<file path="src/rtl/clkdiv_multi.sv">
// clkdiv_multi: multi-channel runtime-programmable clock divider.
// Each channel produces a 50% duty square wave of period 2*half[i] plus a
// one-cycle tick on every output transition. New half-periods are written
// through a valid/ready port and held in a shadow register until the
// channel reaches a half-period boundary, so outputs never see a runt pulse.
// Optional feature: define CLKDIV_SYNC_EN to add the sync input, which
// realigns every channel to phase 0 and applies all pending writes.
module clkdiv_multi #(
    parameter int CHANNELS     = 4,
    parameter int WIDTH        = 32,
    parameter int DEFAULT_HALF = 50000000
) (
    input  logic                        clk,
    input  logic                        rst_n,
    input  logic [CHANNELS-1:0]         en,
    input  logic                        cfg_valid,
    output logic                        cfg_ready,
    input  logic [$clog2(CHANNELS)-1:0] cfg_sel,
    input  logic [WIDTH-1:0]            cfg_half,
    output logic [CHANNELS-1:0]         clk_out,
    output logic [CHANNELS-1:0]         tick
`ifdef CLKDIV_SYNC_EN
    ,
    input  logic                        sync
`endif
);

    localparam int SEL_W = $clog2(CHANNELS);

    logic                sync_pulse;
    logic [CHANNELS-1:0] pending;
    logic                cfg_accept;

`ifdef CLKDIV_SYNC_EN
    assign sync_pulse = sync;
`else
    assign sync_pulse = 1'b0;
`endif

    assign cfg_accept = cfg_valid & cfg_ready;

    // Ready reflects the selected channel's free shadow slot; out-of-range selects are never ready.
    always_comb begin
        cfg_ready = 1'b0;
        for (int i = 0; i < CHANNELS; i++) begin
            if (cfg_sel == SEL_W'(i)) begin
                cfg_ready = ~pending[i];
            end
        end
    end

    for (genvar g = 0; g < CHANNELS; g++) begin : g_ch
        logic [WIDTH-1:0] half_q;
        logic [WIDTH-1:0] cnt_q;
        logic [WIDTH-1:0] shadow_q;
        logic             pend_q;
        logic             clk_q;
        logic             tick_q;
        logic             running;
        logic             wrap;
        logic             boundary;
        logic             load;

        assign running  = en[g] && (half_q != '0);
        assign wrap     = running && (cnt_q == half_q - WIDTH'(1));
        // A stopped channel has no phase to protect, so every edge is a safe point.
        assign boundary = wrap || !running;
        assign load     = cfg_accept && (cfg_sel == SEL_W'(g));

        // Per-channel counter, output toggle, and shadow-to-active half-period transfer.
        always_ff @(posedge clk or negedge rst_n) begin
            if (!rst_n) begin
                half_q   <= WIDTH'(DEFAULT_HALF);
                cnt_q    <= '0;
                shadow_q <= '0;
                pend_q   <= 1'b0;
                clk_q    <= 1'b0;
                tick_q   <= 1'b0;
            end else begin
                if (sync_pulse) begin
                    cnt_q  <= '0;
                    clk_q  <= 1'b0;
                    tick_q <= 1'b0;
                    if (pend_q) begin
                        half_q <= shadow_q;
                        pend_q <= 1'b0;
                    end
                end else begin
                    if (wrap) begin
                        clk_q  <= ~clk_q;
                        tick_q <= 1'b1;
                    end else begin
                        tick_q <= 1'b0;
                    end

                    if (boundary && pend_q) begin
                        half_q <= shadow_q;
                        cnt_q  <= '0;
                        pend_q <= 1'b0;
                    end else if (wrap) begin
                        cnt_q <= '0;
                    end else if (running) begin
                        cnt_q <= cnt_q + WIDTH'(1);
                    end
                end

                // Accept only happens with pend_q clear, so it never collides with an apply.
                if (load) begin
                    shadow_q <= cfg_half;
                    pend_q   <= 1'b1;
                end
            end
        end

        assign clk_out[g] = clk_q;
        assign tick[g]    = tick_q;
        assign pending[g] = pend_q;
    end

endmodule

</file>
<file path="config.mk">
export PLATFORM = sky130hd
export DESIGN_NAME = clkdiv_multi
export DESIGN_NICKNAME = d
export VERILOG_FILES = /design/src/rtl/clkdiv_multi.sv
export SDC_FILE = /design/constraint.sdc
export NUM_CORES = 1
export LEC_CHECK = 0
export ABC_AREA = 1
export BUFFER_PORTS_ARGS = -buffer_cell sky130_fd_sc_hd__clkbuf_2
export CORE_MARGIN = 5
export CORE_UTILIZATION = 40
export DETAILED_ROUTE_END_ITERATION = 10
export GPL_TIMING_DRIVEN = 0
export PLACE_DENSITY = 0.66
export SETUP_SLACK_MARGIN = 0.05
export SKIP_CTS_REPAIR_TIMING = 1
export SLEW_MARGIN = 20
export SYNTH_ARGS = -nofsm -noshare
export SYNTH_HDL_FRONTEND = slang
export SYNTH_SLANG_ARGS = --single-unit
</file>
<file path="constraint.sdc">
create_clock -name clk -period 3.2 [get_ports clk]
set_clock_uncertainty 0.1 [all_clocks]
set_input_delay 0.64 -clock clk [delete_from_list [all_inputs] [get_ports clk]]
set_output_delay 0.64 -clock clk [all_outputs]
set_load 0.02 [all_outputs]
</file>
Word-level counts from Yosys, hierarchy flattened
Index checks and enable logic that the tools add are counted.
- add/subtract/negate cells: 8
- equality and inequality tests: 7
- mux-type cells: 28
- bitwise operators: 9
- reductions and logical operators: 37
- operators with widths (cell ; count):
    two-way mux 32 bit ; 12
    adder 32 x 1 -> 32 bit, second input constant ; 4
    == test 32 bit ; 4
    nonzero test 32 bit ; 4
    subtractor 32 x 1 -> 32 bit, second input constant ; 4
    logical AND 1 bit ; 16
    two-way mux 1 bit ; 16
    nonzero test 3 bit ; 4
    inverter 1 bit ; 8
    nonzero test 2 bit ; 4
    == test 2 bit, second input constant ; 2
    logical NOT 1 bit ; 4
    logical OR 1 bit ; 4
    == test 2 x 1 -> 1 bit, second input constant ; 1
    logical NOT 2 bit ; 1
    bitwise AND 1 bit ; 1
- register bits: 396
- input bits: 41
- output and inout bits: 9
- logic and storage cells: 113

Depth between registers and ports, before layout
- word-level depth: 8
- depth in mapped cells: 21
- gate-level depth less buffers: 20

Worst setup path after synthesis
Ideal clock, no wire load.
- path kind: input to register
- start: input port cfg_sel[1]
- end: register g_ch[2].shadow_q[22]
- library setup time: 0.130 ns
- data arrival time: 2.213 ns
- data required time: 2.970 ns
- setup slack: 0.756 ns
- stages on the path: 7
- buffers on the path: 2
- cell sequence: inv_1 -> o31ai_1 -> nand4_1 -> clkbuf_1 -> buf_1 -> nand2_1 -> o21ai_0
- longest elaborated chain between the ends: 7
- elaborated cells on any way between the ends: 10
- classes of those cells: eq/ne: 3; mux: 4; bitwise: 1; reduce/logical: 2
- ends and longest elaborated chain (what ; line ; source):
    start, declared ; 18 ; input logic [$clog2(CHANNELS)-1:0] cfg_sel,
    logical NOT 2 bit ; 46 ; if (cfg_sel == SEL_W'(i)) begin
    two-way mux 1 bit (3 in a row) ; 46 ;
    two-way mux 1 bit * ; 46 ;
    named net cfg_ready ; 17 ; output logic cfg_ready,
    bitwise AND 1 bit * ; 40 ; assign cfg_accept = cfg_valid & cfg_ready;
    logical AND 1 bit * ; 68 ; assign load = cfg_accept && (cfg_sel == SEL_W'(g));
    end signal, assigned ; 109 ; shadow_q <= cfg_half;
    end, declared ; 55 ; logic [WIDTH-1:0] shadow_q;
The timed path passes the listed nets; every way through them passes the cells marked *.
A chain may end at the register's enable or synchronous reset.

Worst setup path after layout
- start: register g_ch[2].half_q[0]
- end: register g_ch[2].cnt_q[16]
- longest elaborated chain between the ends: 6
- elaborated cells on any way between the ends: 11
- classes of those cells: add/sub: 1; eq/ne: 1; mux: 2; reduce/logical: 7
- ends and longest elaborated chain (what ; line ; source):
    start, declared ; 53 ; logic [WIDTH-1:0] half_q;
    start signal, assigned ; 73 ; half_q <= WIDTH'(DEFAULT_HALF);
    start signal, assigned ; 85 ; half_q <= shadow_q;
    start signal, assigned ; 97 ; half_q <= shadow_q;
    subtractor 32 x 1 -> 32 bit / nonzero test 32 bit (equally long branches) ; 65, 64 ;
    == test 32 bit / logical AND 1 bit (equally long branches) ; 65, 64 ;
    logical AND 1 bit / logical NOT 1 bit (equally long branches) ; 65, 67 ;
    logical OR 1 bit ; 67 ; assign boundary = wrap || !running;
    logical AND 1 bit ; 96 ; if (boundary && pend_q) begin
    nonzero test 3 bit (no source line) / two-way mux 32 bit (equally long branches) ; -- ;
    end signal, assigned ; 103 ; cnt_q <= cnt_q + WIDTH'(1);
    end, declared ; 54 ; logic [WIDTH-1:0] cnt_q;
Several ways; a longest one is shown, not always the timed one.

==> reports/qor.csv <==
metric;value;unit
largest family of logic cells by synthesized area;simple AND/OR/NAND/NOR gates;
share of cells above drive strength 1;10.3;%
sequential fraction of the synthesis area;41.5;%
Ports;50;
status;finished clean;
met2 WL;31000;microns
Cell Int Power;12.9;mW
Hold Vio Cnt, Final;0;
via count;21500;
final WL;69600;microns
synth top area cells;dfrtp_1 (36%), nand2_1 (18%), nor2_1 (7.0%);
I/O Buffers;49;
Yosys top cell by area;dfrtp_1;
hold crit path type;input port to flop;
final antenna-violating net count;0;
final core occ;45.7;%
synthesized-area fraction occupied by adder cells;0.626;%
mux contribution to synthesized area;0;%
Simple-Gate Fraction of Synth Area;37.3;%
Worst Tran Pin Value;648;ps
number of distinct library cells after synthesis;51;
Initial Utilization;40.5;%
syn_nets;3426;
vias per cell;5.03;
max-cap viol count;0;
Lkg Pwr;13.6;nW
Inst Count DP;4199;
Syn Inst Count;3373;
die width;255;microns
Async SR Flop Fraction;100;%
Iter 0 DRT Violations;1741;
pin count of the biggest net entering global routing;92;
CTS Sinks;396;
EDFF count, synth;0;
core area;59200;sq um
Sw Ratio;42.6;%
worst path arrival time;3380;ps
Nets;3528;
top_reg_cell synth;dfrtp_1;
clock power share;25.0;%
commonest non-fill, non-tap cells in the layout;nand2_1 (1147), nor2_1 (443), dfrtp_1 (348);
Reg clk slew, reported paths;60;ps
Post-Layout Cell Count;4287;
grt total ovfl;0;
std cell rows;89;
syn avg cell area;7.12;sq um
Final Max Slew Viols;0;
top-area cell type share of the netlist area;36.3;%
CTS Buf Count;46;
worst slack, placed;116;ps
Buf/Inv on CP;2;
VDD IR max;470;uV
antenna violations before repair;6;
Metal-1 WL;32300;microns
Root Driver;clkbuf_16;
gpl congestion;0.908;
crit share post-route;94.2;%
Slew headroom;56.4;%
Clk Latency, worst-skew pair;590;ps
Max FO, Critical Path;10;
H-tree Lvls;2;
CP peak stage delay;420;ps
RSZ-0062 raised after global routing;false;
pwr/cell area;833;nW/um^2
register bit total from synthesis;396;
Highest Clock Rate;332;MHz
critical path class;flop to flop;
DR pass1 iterations;6;
WP data required;3570;ps
synthesis-to-layout area growth;12.8;%
CP cell instances;inv_1 -> ha_2 -> nand2_2 -> nor2_4 -> nand2_1 -> o21ai_2 -> nand2_1 -> nand2_1 -> nand2_1 -> nor2_1 -> nand2_1 -> nor2_2 -> nand2_2 -> nand2_4 -> nand2_4 -> buf_4 -> nand2_1 -> nand2_1;
startpoint types;flop;
Max Used Layer;met5;
wire length per cell;16.2;microns
vias in the first global route;20400;
WHS;334;ps
CP top delay family;simple AND/OR/NAND/NOR gates;
Synth warnings;0;
CTS tree;yes;
Max stage delay cell, worst path;dfrtp_1;
minimum clock period;3020;ps
commonest non-fill, non-tap cell in the layout;nand2_1;
Comb pwr share;40.3;%
Max clock buf depth;3;
Net Sw Power;9.59;mW
Detail Placement HPWL;52200;microns
Reg power frac;34.7;%
first-pass GRT wire length;111000;microns
# setup viols final;0;
Die Area;65000;sq um
Synth Area in Compound Gates;5.79;%
Post-Synth XOR/XNOR Area;7.00;%
gr usage total;21.3;%
Crit. End Element;flop;
setup ws final;185;ps
met3 WL;4290;microns
post-synthesis cell area;24000;sq um
die height;255;microns
most used cell, CP;nand2_1;
Remaining DRCs;0;
==> sequential cells by signal (all words and copies together) (netlist names) <==
signal,flops
g_ch.clk_q,4
g_ch.cnt_q,128
g_ch.tick_q,4
g_ch.half_q,128
g_ch.shadow_q,128
g_ch.pend_q,4
==> worst paths after layout <==
check                                        from  cells after the start  slack, ps                 end
worst min-delay path                        en[2]                      3        330      g_ch[2].tick_q
worst max-delay path            g_ch[2].half_q[0]                     18        180   g_ch[2].cnt_q[16]
worst min register to register      g_ch[0].clk_q                      1        370       g_ch[0].clk_q
min in group asynchronous                   rst_n                      2        510   g_ch[0].cnt_q[30]
max in group asynchronous                   rst_n                      5        810  g_ch[3].half_q[25]
worst max register to register  g_ch[2].half_q[0]                     18        180   g_ch[2].cnt_q[16]
==> cells by family after synthesis <==
| kind of cell | Yosys count |
|---|---|
| buffers and inverters | 431 |
| adder cells (fa/ha/maj) | 12 |
| flip-flops | 396 |
| AND/OR/NAND/NOR | 2086 |
| XOR/XNOR | 187 |
| AO/OA/AOI/OAI | 261 |
==> through the flow <==
step / cell area [sq um] / TNS, ps / total power [mW]
final: 27100 / 0 / 22.5
after detailed placement: 25300 / 0 / 16.7
after CTS: 27000 / 0 / 22.5
after global placement: 25200 / -2894020 / 16.6
after global routing: 27100 / 0 / 24.4
after floorplan: 24000 / 0 / 14.4
==> worst reg2reg max path, stage by stage (launching register included) <==
cell and delay [ps]:
dfrtp_1 420, inv_1 140, ha_2 220, nand2_2 120, nor2_4 170, nand2_1 160, o21ai_2 200, nand2_1 70
nand2_1 110, nand2_1 70, nor2_1 100, nand2_1 100, nor2_2 140, nand2_2 150, nand2_4 150, nand2_4 120
buf_4 230, nand2_1 80, nand2_1 50
==> synth_stat cells (all sizes together), types with 2 or more instances <==
library cell / number
xnor2: 57
nor4: 9
or2: 8
clkbuf: 51
nand3: 277
dfrtp: 348
a21oi: 25
nor2: 481
buf: 67
o22ai: 16
nand4: 59
a21o: 3
o21bai: 11
xnor3: 2
o21ai: 199
nor3b: 3
nand3b: 25
nand2: 1170
dfstp: 48
xor2: 127
ha: 12
inv: 312
nor3: 52
==> final cells by class <==
| class | count | area, sq um |
|---|---|---|
| clock inverter | 23 | 319 |
| clock buffer | 62 | 1300 |
| buffer | 115 | 694 |
| inverter | 313 | 1170 |
| timing repair buffer | 57 | 397 |
| multi-input combinational | 2546 | 12200 |
| fill | 6035 | 32200 |
| antenna | 2 | 5.00 |
| tap | 773 | 967 |
| sequential | 396 | 9970 |
==> routing by layer <==
| layer | up-vias | global-route usage [%] |
|---|---|---|
| met1 | 10000 | 30.0 |
| met5 | - | 0 |
| met3 | 104 | 4.04 |
| met2 | 547 | 33.7 |
| met4 | 6 | 6.32 |
| li1 | 10800 | - |
==> power groups by stage <==
stage / Combinational (mW) / Sequential [mW] / Clock [mW]
floorplan: 7.03 / 7.36 / 0
global placement: 8.73 / 7.85 / 0
detailed placement: 8.86 / 7.86 / 0
CTS: 8.92 / 7.79 / 5.76
global route: 10.4 / 7.98 / 5.96
finish: 9.08 / 7.81 / 5.64
Note: power is estimated with default switching activity, not from simulation.
